## src/rtl/instr_prefetch_queue_pkg.sv

```systemverilog
// rtl/instr_prefetch_queue_pkg.sv - shared types for the instruction prefetch queue
// Holds the fetch FSM state encoding and the queue entry width helper.
package instr_prefetch_queue_pkg;

  typedef enum logic [1:0] {
    PFQ_ST_IDLE    = 2'd0,  // no request outstanding
    PFQ_ST_WAIT    = 2'd1,  // one live request outstanding
    PFQ_ST_DISCARD = 2'd2   // request outstanding but made stale by a redirect
  } pfq_state_e;

  localparam int PFQ_STATS_W = 8;

  // A queue entry is {pc, instr}.
  function automatic int pfq_entry_w(input int addr_w, input int instr_w);
    return addr_w + instr_w;
  endfunction

endpackage

```

## src/rtl/pfq_fifo.sv

```systemverilog
// rtl/pfq_fifo.sv - DEPTH-entry ring buffer of {pc, instr} for the prefetch queue
// Ports: clk, rst_n (async active-low); push_i/pop_i/clear_i controls; wr_data_i in;
//        rd_data_o (head entry), count_o, wr_ptr_o, rd_ptr_o out.
// Pop of an empty buffer is ignored; push while full is accepted only with a same-cycle pop.
// clear_i overrides push and pop.
module pfq_fifo #(
  parameter int DEPTH = 4,
  parameter int W     = 32,
  localparam int PW   = $clog2(DEPTH),
  localparam int CW   = PW + 1
) (
  input  logic          clk,
  input  logic          rst_n,
  input  logic          push_i,
  input  logic          pop_i,
  input  logic          clear_i,
  input  logic [W-1:0]  wr_data_i,
  output logic [W-1:0]  rd_data_o,
  output logic [CW-1:0] count_o,
  output logic [PW-1:0] wr_ptr_o,
  output logic [PW-1:0] rd_ptr_o
);

  logic [W-1:0]  mem_q [DEPTH];
  logic [PW-1:0] wr_ptr_q, wr_ptr_d;
  logic [PW-1:0] rd_ptr_q, rd_ptr_d;
  logic [CW-1:0] count_q, count_d;
  logic          do_push, do_pop;

  assign do_pop  = pop_i && (count_q != '0);
  assign do_push = push_i && ((count_q != CW'(DEPTH)) || do_pop);

  always_comb begin
    wr_ptr_d = wr_ptr_q;
    rd_ptr_d = rd_ptr_q;
    count_d  = count_q;
    if (clear_i) begin
      wr_ptr_d = '0;
      rd_ptr_d = '0;
      count_d  = '0;
    end else begin
      // DEPTH is a power of two, so pointers wrap naturally.
      if (do_push) wr_ptr_d = wr_ptr_q + PW'(1);
      if (do_pop)  rd_ptr_d = rd_ptr_q + PW'(1);
      count_d = count_q + CW'(do_push) - CW'(do_pop);
    end
  end

  always_ff @(posedge clk or negedge rst_n) begin
    if (!rst_n) begin
      wr_ptr_q <= '0;
      rd_ptr_q <= '0;
      count_q  <= '0;
    end else begin
      wr_ptr_q <= wr_ptr_d;
      rd_ptr_q <= rd_ptr_d;
      count_q  <= count_d;
    end
  end

  // Storage needs no reset: an entry is only read once count_q covers it.
  always_ff @(posedge clk) begin
    if (do_push && !clear_i) mem_q[wr_ptr_q] <= wr_data_i;
  end

  assign rd_data_o = mem_q[rd_ptr_q];
  assign count_o   = count_q;
  assign wr_ptr_o  = wr_ptr_q;
  assign rd_ptr_o  = rd_ptr_q;

endmodule

```

## src/rtl/instr_prefetch_queue.sv

```systemverilog
// rtl/instr_prefetch_queue.sv - instruction prefetch buffer between SPI program memory and the core
// Ports: clk, rst_n (async active-low);
//        memory side fetch_req/fetch_addr out, fetch_valid/fetch_data in;
//        core side instr_valid/instr_data/instr_pc out, instr_ready in;
//        redirect/redirect_pc in (flush and refetch); flush_count out.
// Build option: define PREFETCH_STATS_EN to generate the saturating redirect counter on
// flush_count; otherwise flush_count is tied to zero.
module instr_prefetch_queue
  import instr_prefetch_queue_pkg::*;
#(
  parameter int                DEPTH    = 4,
  parameter int                ADDR_W   = 16,
  parameter int                INSTR_W  = 16,
  parameter logic [ADDR_W-1:0] RESET_PC = '0
) (
  input  logic               clk,
  input  logic               rst_n,
  output logic               fetch_req,
  output logic [ADDR_W-1:0]  fetch_addr,
  input  logic               fetch_valid,
  input  logic [INSTR_W-1:0] fetch_data,
  output logic               instr_valid,
  output logic [INSTR_W-1:0] instr_data,
  output logic [ADDR_W-1:0]  instr_pc,
  input  logic               instr_ready,
  input  logic               redirect,
  input  logic [ADDR_W-1:0]  redirect_pc,
  output logic [PFQ_STATS_W-1:0] flush_count
);

  localparam int ENTRY_W = pfq_entry_w(ADDR_W, INSTR_W);
  localparam int PW      = $clog2(DEPTH);
  localparam int CW      = PW + 1;

  pfq_state_e        state_q, state_d;
  logic [ADDR_W-1:0] fetch_addr_q, fetch_addr_d;

  logic               q_push, q_pop, q_clear;
  logic [ENTRY_W-1:0] q_rd_data;
  logic [CW-1:0]      q_count;
  logic [PW-1:0]      q_wr_ptr, q_rd_ptr;
  logic               unused_ptrs;

  pfq_fifo #(
    .DEPTH (DEPTH),
    .W     (ENTRY_W)
  ) u_fifo (
    .clk       (clk),
    .rst_n     (rst_n),
    .push_i    (q_push),
    .pop_i     (q_pop),
    .clear_i   (q_clear),
    .wr_data_i ({fetch_addr_q, fetch_data}),
    .rd_data_o (q_rd_data),
    .count_o   (q_count),
    .wr_ptr_o  (q_wr_ptr),
    .rd_ptr_o  (q_rd_ptr)
  );

  assign unused_ptrs = ^{q_wr_ptr, q_rd_ptr};

  always_comb begin
    state_d      = state_q;
    fetch_addr_d = fetch_addr_q;
    fetch_req    = 1'b0;
    q_push       = 1'b0;
    q_pop        = 1'b0;
    q_clear      = 1'b0;
    if (redirect) begin
      // Redirect wins over everything: same-cycle pop and push are dropped.
      q_clear      = 1'b1;
      fetch_addr_d = redirect_pc;
      // A reply arriving this very cycle closes the outstanding request, so
      // there is nothing left to discard.
      if (state_q == PFQ_ST_IDLE || fetch_valid) state_d = PFQ_ST_IDLE;
      else                                       state_d = PFQ_ST_DISCARD;
    end else begin
      q_pop = instr_ready;
      unique case (state_q)
        PFQ_ST_IDLE: begin
          // Issue only with a guaranteed free slot; hold off while in reset.
          if (rst_n && (q_count != CW'(DEPTH))) begin
            fetch_req = 1'b1;
            state_d   = PFQ_ST_WAIT;
          end
        end
        PFQ_ST_WAIT: begin
          if (fetch_valid) begin
            q_push       = 1'b1;
            fetch_addr_d = fetch_addr_q + ADDR_W'(1);
            state_d      = PFQ_ST_IDLE;
          end
        end
        PFQ_ST_DISCARD: begin
          if (fetch_valid) state_d = PFQ_ST_IDLE;
        end
        default: state_d = PFQ_ST_IDLE;
      endcase
    end
  end

  always_ff @(posedge clk or negedge rst_n) begin
    if (!rst_n) begin
      state_q      <= PFQ_ST_IDLE;
      fetch_addr_q <= RESET_PC;
    end else begin
      state_q      <= state_d;
      fetch_addr_q <= fetch_addr_d;
    end
  end

  assign fetch_addr  = fetch_addr_q;
  assign instr_valid = (q_count != '0);
  // Head fields read as zero when the queue is empty.
  assign instr_data  = instr_valid ? q_rd_data[INSTR_W-1:0] : '0;
  assign instr_pc    = instr_valid ? q_rd_data[ENTRY_W-1:INSTR_W] : '0;

`ifdef PREFETCH_STATS_EN
  logic [PFQ_STATS_W-1:0] flush_count_q;

  always_ff @(posedge clk or negedge rst_n) begin
    if (!rst_n) begin
      flush_count_q <= '0;
    end else if (redirect && (flush_count_q != '1)) begin
      flush_count_q <= flush_count_q + PFQ_STATS_W'(1);
    end
  end

  assign flush_count = flush_count_q;
`else
  assign flush_count = '0;
`endif

endmodule

```

## config.mk

```make
export PLATFORM = sky130hd
export DESIGN_NAME = instr_prefetch_queue
export DESIGN_NICKNAME = d
export VERILOG_FILES = /design/src/rtl/instr_prefetch_queue_pkg.sv /design/src/rtl/pfq_fifo.sv /design/src/rtl/instr_prefetch_queue.sv
export SDC_FILE = /design/constraint.sdc
export NUM_CORES = 1
export LEC_CHECK = 0
export ABC_AREA = 1
export BUFFER_PORTS_ARGS = -buffer_cell sky130_fd_sc_hd__buf_2
export CAP_MARGIN = 20
export CORE_ASPECT_RATIO = 2
export CORE_MARGIN = 2
export CORE_UTILIZATION = 45
export DETAILED_ROUTE_END_ITERATION = 16
export PLACE_DENSITY_LB_ADDON = 0.3
export RECOVER_POWER = 100
export SYNTH_ARGS = -nofsm -noshare
export SYNTH_HDL_FRONTEND = slang
export SYNTH_SLANG_ARGS = --single-unit
```

## constraint.sdc

```tcl
create_clock -name clk -period 3.7 [get_ports clk]
set_clock_uncertainty 0.15 [all_clocks]
set_input_delay 0.185 -clock clk [delete_from_list [all_inputs] [get_ports clk]]
set_output_delay 0.185 -clock clk [all_outputs]
set_load 0.05 [all_outputs]
```

==> results of run 1 <==
routing by layer:
layer,share of wire [%],vias to the layer above,track usage [%]
met5,0,-,0
met4,1.3,0,6.67
met2,52,146,33.9
met1,42,2280,23.8
li1,-,2330,-
met3,4.6,20,3.75
cells in the final DEF, fill, tap and decap left out, drive strengths merged:
| cell type | n |
|---|---|
| bufinv | 2 |
| nor2 | 155 |
| conb | 8 |
| clkbuf | 80 |
| nand3b | 1 |
| buf | 32 |
| nand3 | 12 |
| fa | 1 |
| a22o | 1 |
| dfrtp | 25 |
| clkinv | 8 |
| nand2 | 73 |
| nand4 | 1 |
| o21bai | 1 |
| nor3 | 1 |
| dlygate4sd3 | 35 |
| ha | 9 |
| a21oi | 38 |
| o21ai | 87 |
| edfxtp | 128 |
| clkinvlp | 2 |
| xnor2 | 2 |
| inv | 46 |
| o311ai | 1 |
| xor2 | 3 |
| o211ai | 4 |
worst paths after layout:
| check | endpoint | slack [ns] |
|---|---|---|
| setup / recovery | instr_data[14] | 0.51 |
| hold / removal | u_fifo.count_o[2] | 0.04 |
| setup reg to reg | u_fifo.mem_q[0][29] | 0.61 |
| hold reg to reg | state_q[1] | 0.43 |
| max in group asynchronous | u_fifo.rd_ptr_o[0] | 1.88 |
| min in group asynchronous | u_fifo.rd_ptr_o[0] | 0.53 |
area by class of cell:
type	count	area, um^2
clock buffer	19	433
clock inverter	12	125
fill	1341	6570
inverter	46	173
multi-input combinational	398	1880
sequential	153	4470
tap	195	244
timing repair buffer	128	767
synth_stat cells, drive strengths merged, types with 3 or more instances:
master / number
inv: 44
a21oi: 38
nor2: 155
xor2: 3
nand2: 73
buf: 30
edfxtp: 128
ha: 9
o211ai: 4
clkbuf: 6
nand3: 12
o21ai: 87
dfrtp: 25
power breakdown:
part	leakage [nW]	internal (mW)	switching, mW
registers	1.47	2.02	0.146
clock network	0.271	0.985	0.653
logic	1.33	0.425	1.61
total	3.07	3.43	2.41
flip-flops by register name, indices dropped and copies added (netlist names):
name,flops
u_fifo.wr_ptr_o,2
u_fifo.mem_q,128
state_q,2
fetch_addr,16
u_fifo.rd_ptr_o,2
u_fifo.count_o,3
cells by family after synthesis:
family | after synthesis | share of synthesized area [%]
other cells | 1 | 0.0559
fa+ha+maj | 10 | 1.98
compound gates | 132 | 10.2
flops | 153 | 66.7
xor+xnor | 5 | 0.653
buf+inv | 82 | 5.88
simple gates | 243 | 14.6
through the flow:
step | util (%) | setup WS (ns) | total power [mW] | instance area, um^2 | std cells
after floorplan | - | 0.819 | 3.76 | 6730 | 633
after global placement | 49.5 | 1.18 | 4.22 | 7260 | 884
after detailed placement | 49.5 | 1.11 | 4.25 | 7260 | 884
after CTS | 55.7 | 0.801 | 5.91 | 8170 | 950
after global routing | 55.2 | 0.326 | 6.13 | 8090 | 951
final | 55.2 | 0.512 | 5.84 | 8090 | 951
==> reports/metrics.cfg, run 1 <==
[synth]
synth_seq_area_share_pct = 66.7
synth_edf_count = 128
dominantRegCellSynth = sky130_fd_sc_hd__edfxtp_1
post_synth_instance_area_mm2 = 0.00671
synth.lib_cells_used.distinct = 34
syn_avg_cell_area_um2 = 10.7
yosys_synthesis_warning_count = 0
asyncSetResetFlopFracSynth_pct = 16.3
syn-instance-count = 626
top_cells_by_area_synth = sky130_fd_sc_hd__edfxtp_1, sky130_fd_sc_hd__dfrtp_1, sky130_fd_sc_hd__nor2_1
netlist.area_leader.share_pct = 57.3
netlist.top_cell.by_area = sky130_fd_sc_hd__edfxtp_1
synth-seq-cells = 153

[worst_setup_path]
setup.worst_path.class = flip-flop to output pin
cp-end-kind = output pin
cpMaxStageDelayCell = sky130_fd_sc_hd__clkbuf_2
arrival_ns = 2.85
cpLargestDelayFamily = buffers and inverters
cpMostUsedCell = sky130_fd_sc_hd__nor2_1
timing.rr.start = state_q[1]
timing.critical_path.cells = clkbuf_2, nor2_1, nor2_1, o21ai_1, a21oi_1, clkbuf_1
cpPeakStageDelay_ns = 0.98
critical_path_stages = 6
r2r_cells = 6
critPathLaunchType = flip-flop
cp_data_required_time_ns = 3.37
cp-startpoint = u_fifo.rd_ptr_o[0]
path_buf_inv = 2
maximum_fanout_encountered_on_the_critical_timing_path = 65

[sta]
timing.final.crit_period_ns = 3.19
timing.max_slew.rel_slack_pct = -1.97
rsz0062_at_grt = no
max_freq_mhz = 314
worst_margin_pin_slew_ns = 1.51
final.hold.worst_slack_ns = 0.0402
setup-violations-final = 0
timing.final.crit_share_pct = 86.2
fin_tns_setup_ns = 0
finalHoldViolCount = 0
final-max-slew-violation-count = 34

[global_routing]
grt_start_max_net_pins = 66
groute.usage.overall_pct = 19.3
first_pass_grt_wire_length_mm = 23.8
first_global_vias = 4816
sum_of_overflow_across_all_layers_after_global_routing = 0
antenna_found_initial = 0

[floorplan]
chipHeight_um = 177
die_width_um = 90.3
core_region_area_mm2 = 0.0147
die-area_mm2 = 0.0160
effective_utilization_at_floorplan_pct = 45.7
std_cell_rows = 63
floorplan.io_pins = 95

[cts]
cts.sink_count = 153
cts_repair_resize_count = 0
cts_max_level = 4
cts.reportedPaths.clkPinSlew_ns = 0.06
cts_tree = done
post_cts_buffers = 0
cts-root-to-sink-buffers = 2
worstSkewPairLatency_ns = 0.41
cts_root_buf = sky130_fd_sc_hd__clkbuf_16
cts-hold-fix-buffers = 35
cts_inserted_buffers = 17

[hold_path]
min_delay_path_depth = 2
worst_hold_path_type = primary input to flip-flop
hp-start = redirect

[detailed_routing]
avgRoutedWirePerCell_um = 15.8
post_drt_via_cell_ratio = 5.02
detail-route-antenna-nets = 0
via_count = 4776
remaining_drc_errors = 0
drt_iter0_drc = 383
routed_wl_mm = 15.0
first_pass_detailed_route_iteration_total = 5

[run]
max_cap_viol_count = 2

[power]
power_per_standard_cell_area_mw_per_mm2 = 722
p_leak_nw = 3.07
max-vdd-ir-drop_v = 0.000408

[run_status]
violations = max-capacitance violations, max-slew violations
outcome = finished, violations left

[cells_and_area]
flow.area_growth_from_synthesis_pct = 20.7
final_net_count = 791
antenna_cells_inserted = 0
ratio_of_cells_with_drive_above_1_in_the_final_layout_pct = 10.1

[place]
globalplace.congestion = 0.857
portBuffers = 86
detailed_placement_hpwl_mm = 9.29

Note: power is estimated with default switching activity, not from simulation.
==> run 2: changes to the inputs <==
--- a/config.mk
+++ b/config.mk
@@ -12,7 +12,7 @@
 export CORE_MARGIN = 2
 export CORE_UTILIZATION = 45
 export DETAILED_ROUTE_END_ITERATION = 16
-export PLACE_DENSITY_LB_ADDON = 0.3
+export PLACE_DENSITY = 0.68
 export RECOVER_POWER = 100
 export SYNTH_ARGS = -nofsm -noshare
 export SYNTH_HDL_FRONTEND = slang
==> run 2 against run 1 <==
The flow still finishes with violations (max-capacitance violations, max-slew violations). Routed wire length is 3.1% lower. Register-to-register slack hardly changed. Sequential share of layout area is 0.11 points lower. First-iteration DRC count is 32% lower. Final cell count stayed put. Via count is 0.86% lower. Cell area is 0.20% higher. Hold slack better by 0.019 ns. Maximum frequency is 3.5% higher. Non-clock buffer count is 1 lower. Sequential cell count stayed put.
==> reports/metrics.cfg, run 2 (synthesized netlist as in run 1, its figures left out) <==
[global_routing]
grt_start_max_net_pins = 66  ; unchanged
antenna_found_initial = 0  ; unchanged
first_global_vias = 4730  ; -1.8%
sum_of_overflow_across_all_layers_after_global_routing = 0  ; unchanged
first_pass_grt_wire_length_mm = 23.2  ; -2.4%
groute.usage.overall_pct = 18.7  ; -0.55 points

[sta]
finalHoldViolCount = 0  ; unchanged
crit_path_setup_slack_layout_ns = 0.621  ; +0.109 ns
max_freq_mhz = 325  ; +3.5%
timing.final.crit_share_pct = 83.2  ; -2.9 points
final-max-slew-violation-count = 1  ; -97%
setup-violations-final = 0  ; unchanged
rsz0062_at_grt = no
timing.final.crit_period_ns = 3.08  ; -0.109 ns
timing.max_slew.rel_slack_pct = -0.0160  ; +1.9 points
fin_tns_setup_ns = 0  ; unchanged
worst_margin_pin_slew_ns = 1.48  ; -0.0289 ns

[run]
max_cap_viol_count = 1  ; -1

[power]
pwr-share-seq_pct = 37.0  ; about the same
p_leak_nw = 3.17  ; +3.1%
pwr-share-clk_pct = 27.8  ; -0.2 points
max-vdd-ir-drop_v = 0.000472  ; +16%
post-layout-total-power_mw = 5.82  ; -0.34%
power_per_standard_cell_area_mw_per_mm2 = 718  ; -0.54%
sw_share_pct = 42.3  ; +1.0 points
cell_internal_pwr_mw = 3.36  ; -2.1%
switching_power_mw = 2.47  ; +2.2%
pwr-share-comb_pct = 35.2  ; +0.3 points

[detailed_routing]
avgRoutedWirePerCell_um = 15.3  ; -3.1%
first_pass_detailed_route_iteration_total = 5  ; unchanged
met3_length_um = 577  ; -16%
drt_iter0_drc = 262  ; -32%
routedLengthMet1_mm = 6.05  ; -3.8%
via_count = 4735  ; -0.86%
detail-route-antenna-nets = 0  ; unchanged
remaining_drc_errors = 0  ; unchanged
routed_wl_mm = 14.5  ; -3.1%
route.met2.wl_mm = 7.66  ; -2.1%
post_drt_via_cell_ratio = 4.98  ; -0.86%
top_layer_used = met4

[place]
globalplace.congestion = 0.895  ; +4.5%
post_dp_cell_area_mm2 = 0.00726  ; unchanged
portBuffers = 86  ; unchanged
detailed_placement_hpwl_mm = 9.08  ; -2.3%
pre_cts_slack_ns = 1.07  ; -0.0382 ns

[cells_and_area]
largest_register_ff_count = 128  ; unchanged
flow.area_growth_from_synthesis_pct = 21.0
layout_commonest_cell = sky130_fd_sc_hd__nor2_1
nFillCells = 1271  ; -5.2%
registers.top_by_ff_count = u_fifo.mem_q
ratio_of_cells_with_drive_above_1_in_the_final_layout_pct = 13.8  ; +3.7 points
final_net_count = 790  ; -0.13%
antenna_cells_inserted = 0  ; unchanged
most-common-layout-cells = sky130_fd_sc_hd__nor2_1, sky130_fd_sc_hd__edfxtp_1, sky130_fd_sc_hd__nand2_1
finalInstanceArea_mm2 = 0.00811  ; +0.20%

[worst_setup_path]
cp_data_required_time_ns = 3.58  ; +0.21 ns
maximum_fanout_encountered_on_the_critical_timing_path = 32  ; -51%
critPathLaunchType = flip-flop
cp-end-kind = flip-flop
r2r_cells = 6  ; unchanged
arrival_ns = 2.96  ; +0.11 ns
setup.worst_path.class = flip-flop to flip-flop

[run_status]
violations = max-capacitance violations, max-slew violations
outcome = finished, violations left

[floorplan]
core_region_area_mm2 = 0.0147  ; unchanged
floorplan.io_pins = 95  ; unchanged
std_cell_rows = 63  ; unchanged
die_width_um = 90.3  ; unchanged
chipHeight_um = 177  ; unchanged
die-area_mm2 = 0.0160  ; unchanged
effective_utilization_at_floorplan_pct = 45.7  ; unchanged

[cts]
cts-root-to-sink-buffers = 2  ; unchanged
cts_max_level = 4  ; unchanged
worstSkewPairLatency_ns = 0.41  ; about the same
cts-hold-fix-buffers = 35  ; unchanged
post_cts_buffers = 0  ; unchanged
cts.sink_count = 153  ; unchanged
cts_repair_resize_count = 0  ; unchanged
cts_root_buf = sky130_fd_sc_hd__clkbuf_16
cts_inserted_buffers = 17  ; unchanged
cts.reportedPaths.clkPinSlew_ns = 0.07  ; about the same
cts_tree = done

[hold_path]
min_delay_path_depth = 2  ; unchanged
worst_hold_path_type = primary input to flip-flop

==> run 2: cell count changes in the layout (fill, tap and decap cells not counted), moves of 2 or more <==
cell,before,now
sky130_fd_sc_hd__o21ai_0,26,28
sky130_fd_sc_hd__o21ai_1,61,59
sky130_fd_sc_hd__inv_8,0,2
sky130_fd_sc_hd__bufinv_16,2,0
sky130_fd_sc_hd__inv_6,2,6
sky130_fd_sc_hd__buf_2,27,52
sky130_fd_sc_hd__clkinv_2,4,2
sky130_fd_sc_hd__clkbuf_1,61,34
sky130_fd_sc_hd__clkinv_4,1,3
==> run 2: final cells by class <==
| class | count | area [um^2] | area share [%] |
|---|---|---|---|
| clock buffers | 17 | 425 | 5.25 |
| clock inverters | 15 | 135 | 1.67 |
| inverters | 46 | 173 | 2.13 |
| multi-input cells | 398 | 1880 | 23.2 |
| flip-flops and latches | 153 | 4470 | 55.1 |
| well taps | 195 | 244 | 3.01 |
| repair buffers | 127 | 781 | 9.63 |
==> run 2: path summary, 6_finish.rpt <==
check,from,to,slack [ns]
min in group asynchronous,rst_n,fetch_addr[4],0.49
worst max register to register,state_q[1],u_fifo.mem_q[0][12],0.62
worst min-delay path,redirect,u_fifo.count_o[0],0.06
worst max-delay path,state_q[1],u_fifo.mem_q[0][12],0.62
max in group asynchronous,rst_n,u_fifo.rd_ptr_o[0],1.95
worst min register to register,state_q[1],state_q[1],0.43
==> run 2: worst max-delay path, stage by stage, from the launching register on <==
cell and delay [ns]:
sky130_fd_sc_hd__dfrtp_1 0.36, sky130_fd_sc_hd__inv_1 0.08, sky130_fd_sc_hd__ha_1 0.19, sky130_fd_sc_hd__nand3_2 0.17, sky130_fd_sc_hd__inv_1 0.25, sky130_fd_sc_hd__o21ai_0 0.54
sky130_fd_sc_hd__nor2_4 0.95
==> run 2: metrics by stage <==
step                instances  util (%)  hold slack [ns]
floorplan                 633         -           -0.261
global placement          884      49.5           0.0685
detailed placement        884      49.5           0.0789
CTS                       951      55.7           0.0388
global route              951      55.3           0.0669
finish                    951      55.3           0.0588
==> run 2: per-layer routing <==
layer	track usage, %	up-vias
met3	3.24	16
met2	32.5	144
met4	8.27	0
li1	-	2336
met1	23.0	2239
met5	0	-
==> run 2: power groups by stage <==
stage                     clock, mW  sequential (mW)  combinational, mW
after floorplan                   0             2.27               1.49
after global placement            0             2.19               2.03
after detailed placement          0             2.19               2.06
after CTS                      1.64             2.15               2.09
after global routing           1.71             2.17               2.22
final                          1.62             2.16               2.05
